File: src/rtl/avmm_pio_pkg.sv
// Shared definitions for the Avalon-MM PIO initiator.
// Contents:
//   - command op encodings (3-bit cmd_op)
//   - initiator FSM state enum
//   - register offsets of the PIO target
//   - op_legal() helper used at command accept
package avmm_pio_pkg;

  localparam logic [2:0] OP_WRITE = 3'd0;
  localparam logic [2:0] OP_READ  = 3'd1;
  localparam logic [2:0] OP_SET   = 3'd2;
  localparam logic [2:0] OP_CLR   = 3'd3;
  localparam logic [2:0] OP_POLL  = 3'd4;

  typedef enum logic [2:0] {
    IDLE    = 3'd0,
    RD_REQ  = 3'd1,
    RD_WAIT = 3'd2,
    WR_REQ  = 3'd3,
    GAP     = 3'd4,
    RESP    = 3'd5
  } state_e;

  localparam logic [2:0] PIO_DATA    = 3'd0;
  localparam logic [2:0] PIO_DIR     = 3'd1;
  localparam logic [2:0] PIO_IRQMASK = 3'd2;
  localparam logic [2:0] PIO_EDGE    = 3'd3;
  localparam logic [2:0] PIO_OUTSET  = 3'd4;
  localparam logic [2:0] PIO_OUTCLR  = 3'd5;

  function automatic logic op_legal(input logic [2:0] op);
    return op <= OP_POLL;
  endfunction

endpackage

File: src/rtl/avmm_pio_initiator.sv
// Avalon-MM initiator for a PIO-style target. Takes one command at a time
// and turns it into single-beat target transfers.
// Ports:
//   clk, reset           single clock, synchronous active-high reset
//   cmd_valid/cmd_ready  command handshake (ready only while idle)
//   cmd_op/addr/data/mask  WRITE, READ, SET, CLR, POLL command fields
//   rsp_valid/data/err   one-cycle response pulse, no backpressure
//   avm_*                Avalon-MM initiator side (read, active-low write)
module avmm_pio_initiator
  import avmm_pio_pkg::*;
#(
  parameter int ADDR_W       = 3,
  parameter int DATA_W       = 32,
  parameter int READ_LATENCY = 1,
  parameter int POLL_MAX     = 1000,
  parameter int POLL_GAP     = 8
) (
  input  logic              clk,
  input  logic              reset,
  input  logic              cmd_valid,
  output logic              cmd_ready,
  input  logic [2:0]        cmd_op,
  input  logic [ADDR_W-1:0] cmd_addr,
  input  logic [DATA_W-1:0] cmd_data,
  input  logic [DATA_W-1:0] cmd_mask,
  output logic              rsp_valid,
  output logic [DATA_W-1:0] rsp_data,
  output logic              rsp_err,
  output logic [ADDR_W-1:0] avm_address,
  output logic              avm_chipselect,
  output logic              avm_read,
  output logic              avm_write_n,
  output logic [DATA_W-1:0] avm_writedata,
  input  logic [DATA_W-1:0] avm_readdata,
  input  logic              avm_waitrequest
);

  localparam logic [2:0]  LAT_INIT   = 3'(READ_LATENCY);
  localparam logic [15:0] POLL_LIMIT = 16'(POLL_MAX);
  localparam logic [7:0]  GAP_LAST   = (POLL_GAP > 0) ? 8'(POLL_GAP - 1) : 8'd0;
  localparam bit          GAP_EN     = (POLL_GAP > 0);

  state_e            state, state_nx;
  logic [2:0]        op_q;
  logic [ADDR_W-1:0] addr_q;
  logic [DATA_W-1:0] data_q, mask_q, wdata_q, rsp_data_q;
  logic              rsp_err_q;
  logic [2:0]        lat_cnt;
  logic [15:0]       poll_cnt;
  logic [7:0]        gap_cnt;

  logic rd_last, poll_hit, poll_last;

  // Last cycle of the read latency window: readdata is valid now.
  assign rd_last   = (lat_cnt == 3'd1);
  assign poll_hit  = ((avm_readdata ^ data_q) & mask_q) == '0;
  assign poll_last = (poll_cnt + 16'd1) == POLL_LIMIT;

  assign avm_address   = addr_q;
  assign avm_writedata = wdata_q;
  assign rsp_data      = rsp_data_q;
  assign rsp_err       = rsp_err_q;

  always_ff @(posedge clk) begin
    if (reset) state <= IDLE;
    else       state <= state_nx;
  end

  // Strobes are gated by reset so an aborted transfer drops off the bus in
  // the same cycle reset is seen, not one edge later.
  always_comb begin
    state_nx       = state;
    cmd_ready      = 1'b0;
    rsp_valid      = 1'b0;
    avm_chipselect = 1'b0;
    avm_read       = 1'b0;
    avm_write_n    = 1'b1;
    case (state)
      IDLE: begin
        cmd_ready = 1'b1;
        if (cmd_valid) begin
          if (!op_legal(cmd_op))     state_nx = RESP;
          else if (cmd_op == OP_WRITE) state_nx = WR_REQ;
          else                       state_nx = RD_REQ;
        end
      end
      RD_REQ: begin
        avm_chipselect = !reset;
        avm_read       = !reset;
        if (!avm_waitrequest) state_nx = RD_WAIT;
      end
      RD_WAIT: begin
        if (rd_last) begin
          case (op_q)
            OP_READ:        state_nx = RESP;
            OP_SET, OP_CLR: state_nx = WR_REQ;
            default: begin
              if (poll_hit || poll_last) state_nx = RESP;
              else if (GAP_EN)           state_nx = GAP;
              else                       state_nx = RD_REQ;
            end
          endcase
        end
      end
      WR_REQ: begin
        avm_chipselect = !reset;
        avm_write_n    = reset;
        if (!avm_waitrequest) state_nx = RESP;
      end
      GAP: begin
        if (gap_cnt == GAP_LAST) state_nx = RD_REQ;
      end
      RESP: begin
        rsp_valid = !reset;
        state_nx  = IDLE;
      end
      default: state_nx = IDLE;
    endcase
  end

  always_ff @(posedge clk) begin
    if (reset) begin
      op_q       <= OP_WRITE;
      addr_q     <= '0;
      data_q     <= '0;
      mask_q     <= '0;
      wdata_q    <= '0;
      rsp_data_q <= '0;
      rsp_err_q  <= 1'b0;
      lat_cnt    <= '0;
      poll_cnt   <= '0;
      gap_cnt    <= '0;
    end else begin
      case (state)
        IDLE: begin
          if (cmd_valid) begin
            op_q     <= cmd_op;
            addr_q   <= cmd_addr;
            data_q   <= cmd_data;
            mask_q   <= cmd_mask;
            poll_cnt <= '0;
            if (!op_legal(cmd_op)) begin
              rsp_data_q <= '0;
              rsp_err_q  <= 1'b1;
            end else if (cmd_op == OP_WRITE) begin
              wdata_q <= cmd_data;
            end
          end
        end
        RD_REQ: begin
          if (!avm_waitrequest) lat_cnt <= LAT_INIT;
        end
        RD_WAIT: begin
          if (rd_last) begin
            rsp_data_q <= avm_readdata;
            rsp_err_q  <= 1'b0;
            case (op_q)
              OP_SET: wdata_q <= avm_readdata | data_q;
              OP_CLR: wdata_q <= avm_readdata & ~data_q;
              OP_POLL: begin
                if (!poll_hit) begin
                  if (poll_last) rsp_err_q <= 1'b1;
                  else           poll_cnt  <= poll_cnt + 16'd1;
                  gap_cnt <= '0;
                end
              end
              default: ;
            endcase
          end else begin
            lat_cnt <= lat_cnt - 3'd1;
          end
        end
        WR_REQ: begin
          if (!avm_waitrequest) begin
            rsp_data_q <= wdata_q;
            rsp_err_q  <= 1'b0;
          end
        end
        GAP: gap_cnt <= gap_cnt + 8'd1;
        default: ;
      endcase
    end
  end

endmodule

File: config.mk
export PLATFORM = sky130hd
export DESIGN_NAME = avmm_pio_initiator
export DESIGN_NICKNAME = d
export VERILOG_FILES = /design/src/rtl/avmm_pio_pkg.sv /design/src/rtl/avmm_pio_initiator.sv
export SDC_FILE = /design/constraint.sdc
export NUM_CORES = 1
export LEC_CHECK = 0
export CELL_PAD_IN_SITES_DETAIL_PLACEMENT = 1
export CELL_PAD_IN_SITES_GLOBAL_PLACEMENT = 2
export CORE_AREA = 2 2 148 179
export CTS_BUF_LIST = sky130_fd_sc_hd__clkbuf_2
export DETAILED_ROUTE_END_ITERATION = 10
export DIE_AREA = 0 0 150 181
export PLACE_DENSITY_LB_ADDON = 0.1
export SLEW_MARGIN = 10
export SYNTH_ARGS = -nofsm -noshare
export SYNTH_HDL_FRONTEND = slang
export SYNTH_SLANG_ARGS = --single-unit
File: constraint.sdc
create_clock -name clk -period 4.94 [get_ports clk]
set_clock_uncertainty 0.15 [all_clocks]
set_input_delay 0.988 -clock clk [delete_from_list [all_inputs] [get_ports clk]]
set_output_delay 0.988 -clock clk [all_outputs]
set_load 0.01 [all_outputs]
==> results.json <==
{
  "syn_nets": 1134,
  "fp.dieH_um": 181,
  "synth_cells": 1023,
  "period_needed_ns": 4.20,
  "hold_buffers": 0,
  "root_buffer": "clkbuf_2",
  "post_cts_resized": 0,
  "vias_per_cell": 5.27,
  "min_period_over_period_pct": 85.0,
  "synth_edf_count": 0,
  "crit_required_ns": 3.80,
  "max-cap-violations": 0,
  "synth_warnings": 0,
  "grt_pass1_wl_um": 48200,
  "antenna_found_initial": 2,
  "drtIter0Drc": 323,
  "fillers": 3086,
  "ys_ff_latch": 165,
  "max_stage_delay_ns": 0.78,
  "startpoint_type": "flip-flop",
  "status": "complete, no violations",
  "syn_area_sq_um": 8020,
  "relSlewSlack_pct": 32.5,
  "cts_tree": "done",
  "cts_setup_buffers": 0,
  "async_flop_share_pct": 0,
  "ys_seq_area_share_pct": 41.2,
  "synthTopCellsByArea": "dfxtp_1 (41%), a21oi_1 (9.4%), nand2_1 (7.5%)",
  "hold_start": "mask_q[28]",
  "crit_path_max_fanout": 20,
  "r2r_slack_ns": 1.50,
  "gr-usage-all-layers_pct": 23.1,
  "crit_slowest_cell": "dfxtp_1",
  "cts.clk_slew.worst_paths_ns": 0.28,
  "areaGrowthSynthToFinish_pct": 27.9,
  "place.detailed.hpwl_um": 21600,
  "finalHoldViolCount": 0,
  "slew_viol_final": 0,
  "die_area_sq_um": 27200,
  "nNetsFinal": 1267,
  "clockBufferDepth": 2,
  "worst_pin_slew_ns": 1.01,
  "peakVddDrop_mv": 0.264,
  "via_count": 7904,
  "whs_ns": 0.323,
  "grt_overflow": 0,
  "end_kind": "output pin",
  "die_w_um": 150,
  "grt_setup_unrepaired": "no",
  "core_area_sq_um": 25300,
  "worst-r2r-cell-count": 8,
  "p_per_area_nw_per_um2": 504,
  "drtAntennaViolNets": 0,
  "worstHoldPathType": "reg -> reg",
  "synth.avg_cell_area_sq_um": 7.84,
  "gp_congestion": 0.858,
  "netlist_top_cells_count": "dfxtp_1 (165), nand2_1 (160), a21oi_1 (150), nor2_1 (127), a211oi_1 (69)",
  "cts-buffers-inserted": 17,
  "setup_tns_ns": 0,
  "yosysTopAreaCell": "dfxtp_1",
  "drt_first_pass_iters": 4,
  "synth_cell_type_count": 61,
  "io_buffers": 178,
  "synth_most_common_cell": "dfxtp_1",
  "drive_above_1_share_pct": 5.56,
  "io_pins": 179,
  "synthFlopType": "dfxtp_1",
  "p_leak_nw": 3.59,
  "cts_sinks": 165,
  "crit_type": "reg -> out",
  "finalPower_w": 0.00517,
  "drc_errors": 0,
  "grt_pass1_vias": 8135,
  "finalSetupViolations": 0,
  "hold_depth": 2,
  "reg2reg_to": "rsp_data[4]",
  "critPathArrivalTime_ns": 3.06,
  "grt_max_degree": 90,
  "totalWireLength_um": 30600,
  "start_util_pct": 31.7,
  "synth_top_cell_area_share_pct": 41.2,
  "clock_latency_ns": 0.75,
  "reg2reg_from": "state[1]",
  "max_freq_ghz": 0.238,
  "rows": 64,
  "htreeDepth": 4,
  "wl_per_cell_um": 20.4,
  "hold_end": "mask_q[28]",
  "cp_cell_sequence": "inv_1 > nand2_1 > or3_1 > clkdlybuf4s50_1"
}
-- worst max-delay path: cells and delay by family (launching register included) --
family | cells | cell delay (ns)
and+or+nand+nor | 2 | 0.85
buffers and inverters | 2 | 0.69
DFF | 1 | 0.78
-- metal layers --
metal | routed length [um] | track usage [%]
met5 | 12 | 0
met4 | 797 | 7.09
met3 | 1330 | 5.05
met2 | 15800 | 41.7
met1 | 12700 | 27.0
-- placed cells by master (no fill, tap or decap), types with 11 or more instances in the layout --
cell type / instances
clkdlybuf4s50_1: 177
dfxtp_1: 164
nand2_1: 159
a21oi_1: 150
nor2_1: 126
a211oi_1: 69
nor3_1: 43
mux2i_1: 33
xor2_1: 33
clkbuf_2: 18
a22oi_1: 16
buf_4: 16
inv_1: 15
nand3_1: 12
a31oi_1: 11
nand4_1: 11
-- where the power goes --
group          leakage (nW)  internal (W)  switching [W]
Clock                 0.142      0.000202       0.000561
Combinational          2.10      0.000879        0.00156
Sequential             1.34       0.00165       0.000311
Total                  3.59       0.00273        0.00244
-- flip-flops by register name, indices dropped and copies added (netlist names) --
name and flops:
avm_writedata 32, data_q 32, mask_q 32, rsp_data 32
poll_cnt 16, gap_cnt 8, avm_address 3, lat_cnt 3
op_q 3, state 3, rsp_err 1
-- how the worst max path moves through the flow --
stage / to / slack [ns] / startpoint / depth (start not counted)
CTS: rsp_valid / 0.65 / state[0] / 4
global placement: poll_cnt[12] / 0.93 / avm_readdata[20] / 8
finish: avm_write_n / 0.74 / state[2] / 4
global route: avm_write_n / 0.48 / state[2] / 4
detailed placement: poll_cnt[13] / 0.89 / avm_readdata[20] / 8
floorplan: avm_read / 1.89 / reset / 4
-- metrics by stage --
stage	util [%]	cell area (sq um)	worst slack, ns	instances
after floorplan	-	8020	1.89	1023
after global placement	39.6	10000	0.931	1467
final	40.5	10300	0.743	1500
after CTS	40.5	10300	0.647	1499
after detailed placement	39.6	10000	0.886	1467
after global routing	40.5	10300	0.484	1500
-- logic make-up after synthesis --
logic type | synth area share (%)
xor gates and xnor gates | 4.59
buffers and inverters | 4.99
DFF | 41.2
AOI/OAI and AO/OA | 22.7
and+or+nand+nor | 21.5
muxes | 4.26
adders and majority gates | 0.780
-- cell type report --
class	count	area (sq um)	share of cell area (%)
Multi-Input combinational cell	763	4340	42.3
Tap cell	330	413	4.03
Sequential cell	165	3300	32.2
Clock buffer	18	90.1	0.878
Inverter	15	56.3	0.549
Clock inverter	14	141	1.38
Antenna cell	1	2.50	0.0244
Timing Repair Buffer	194	1910	18.6
Power figures use the tool's default switching activity.
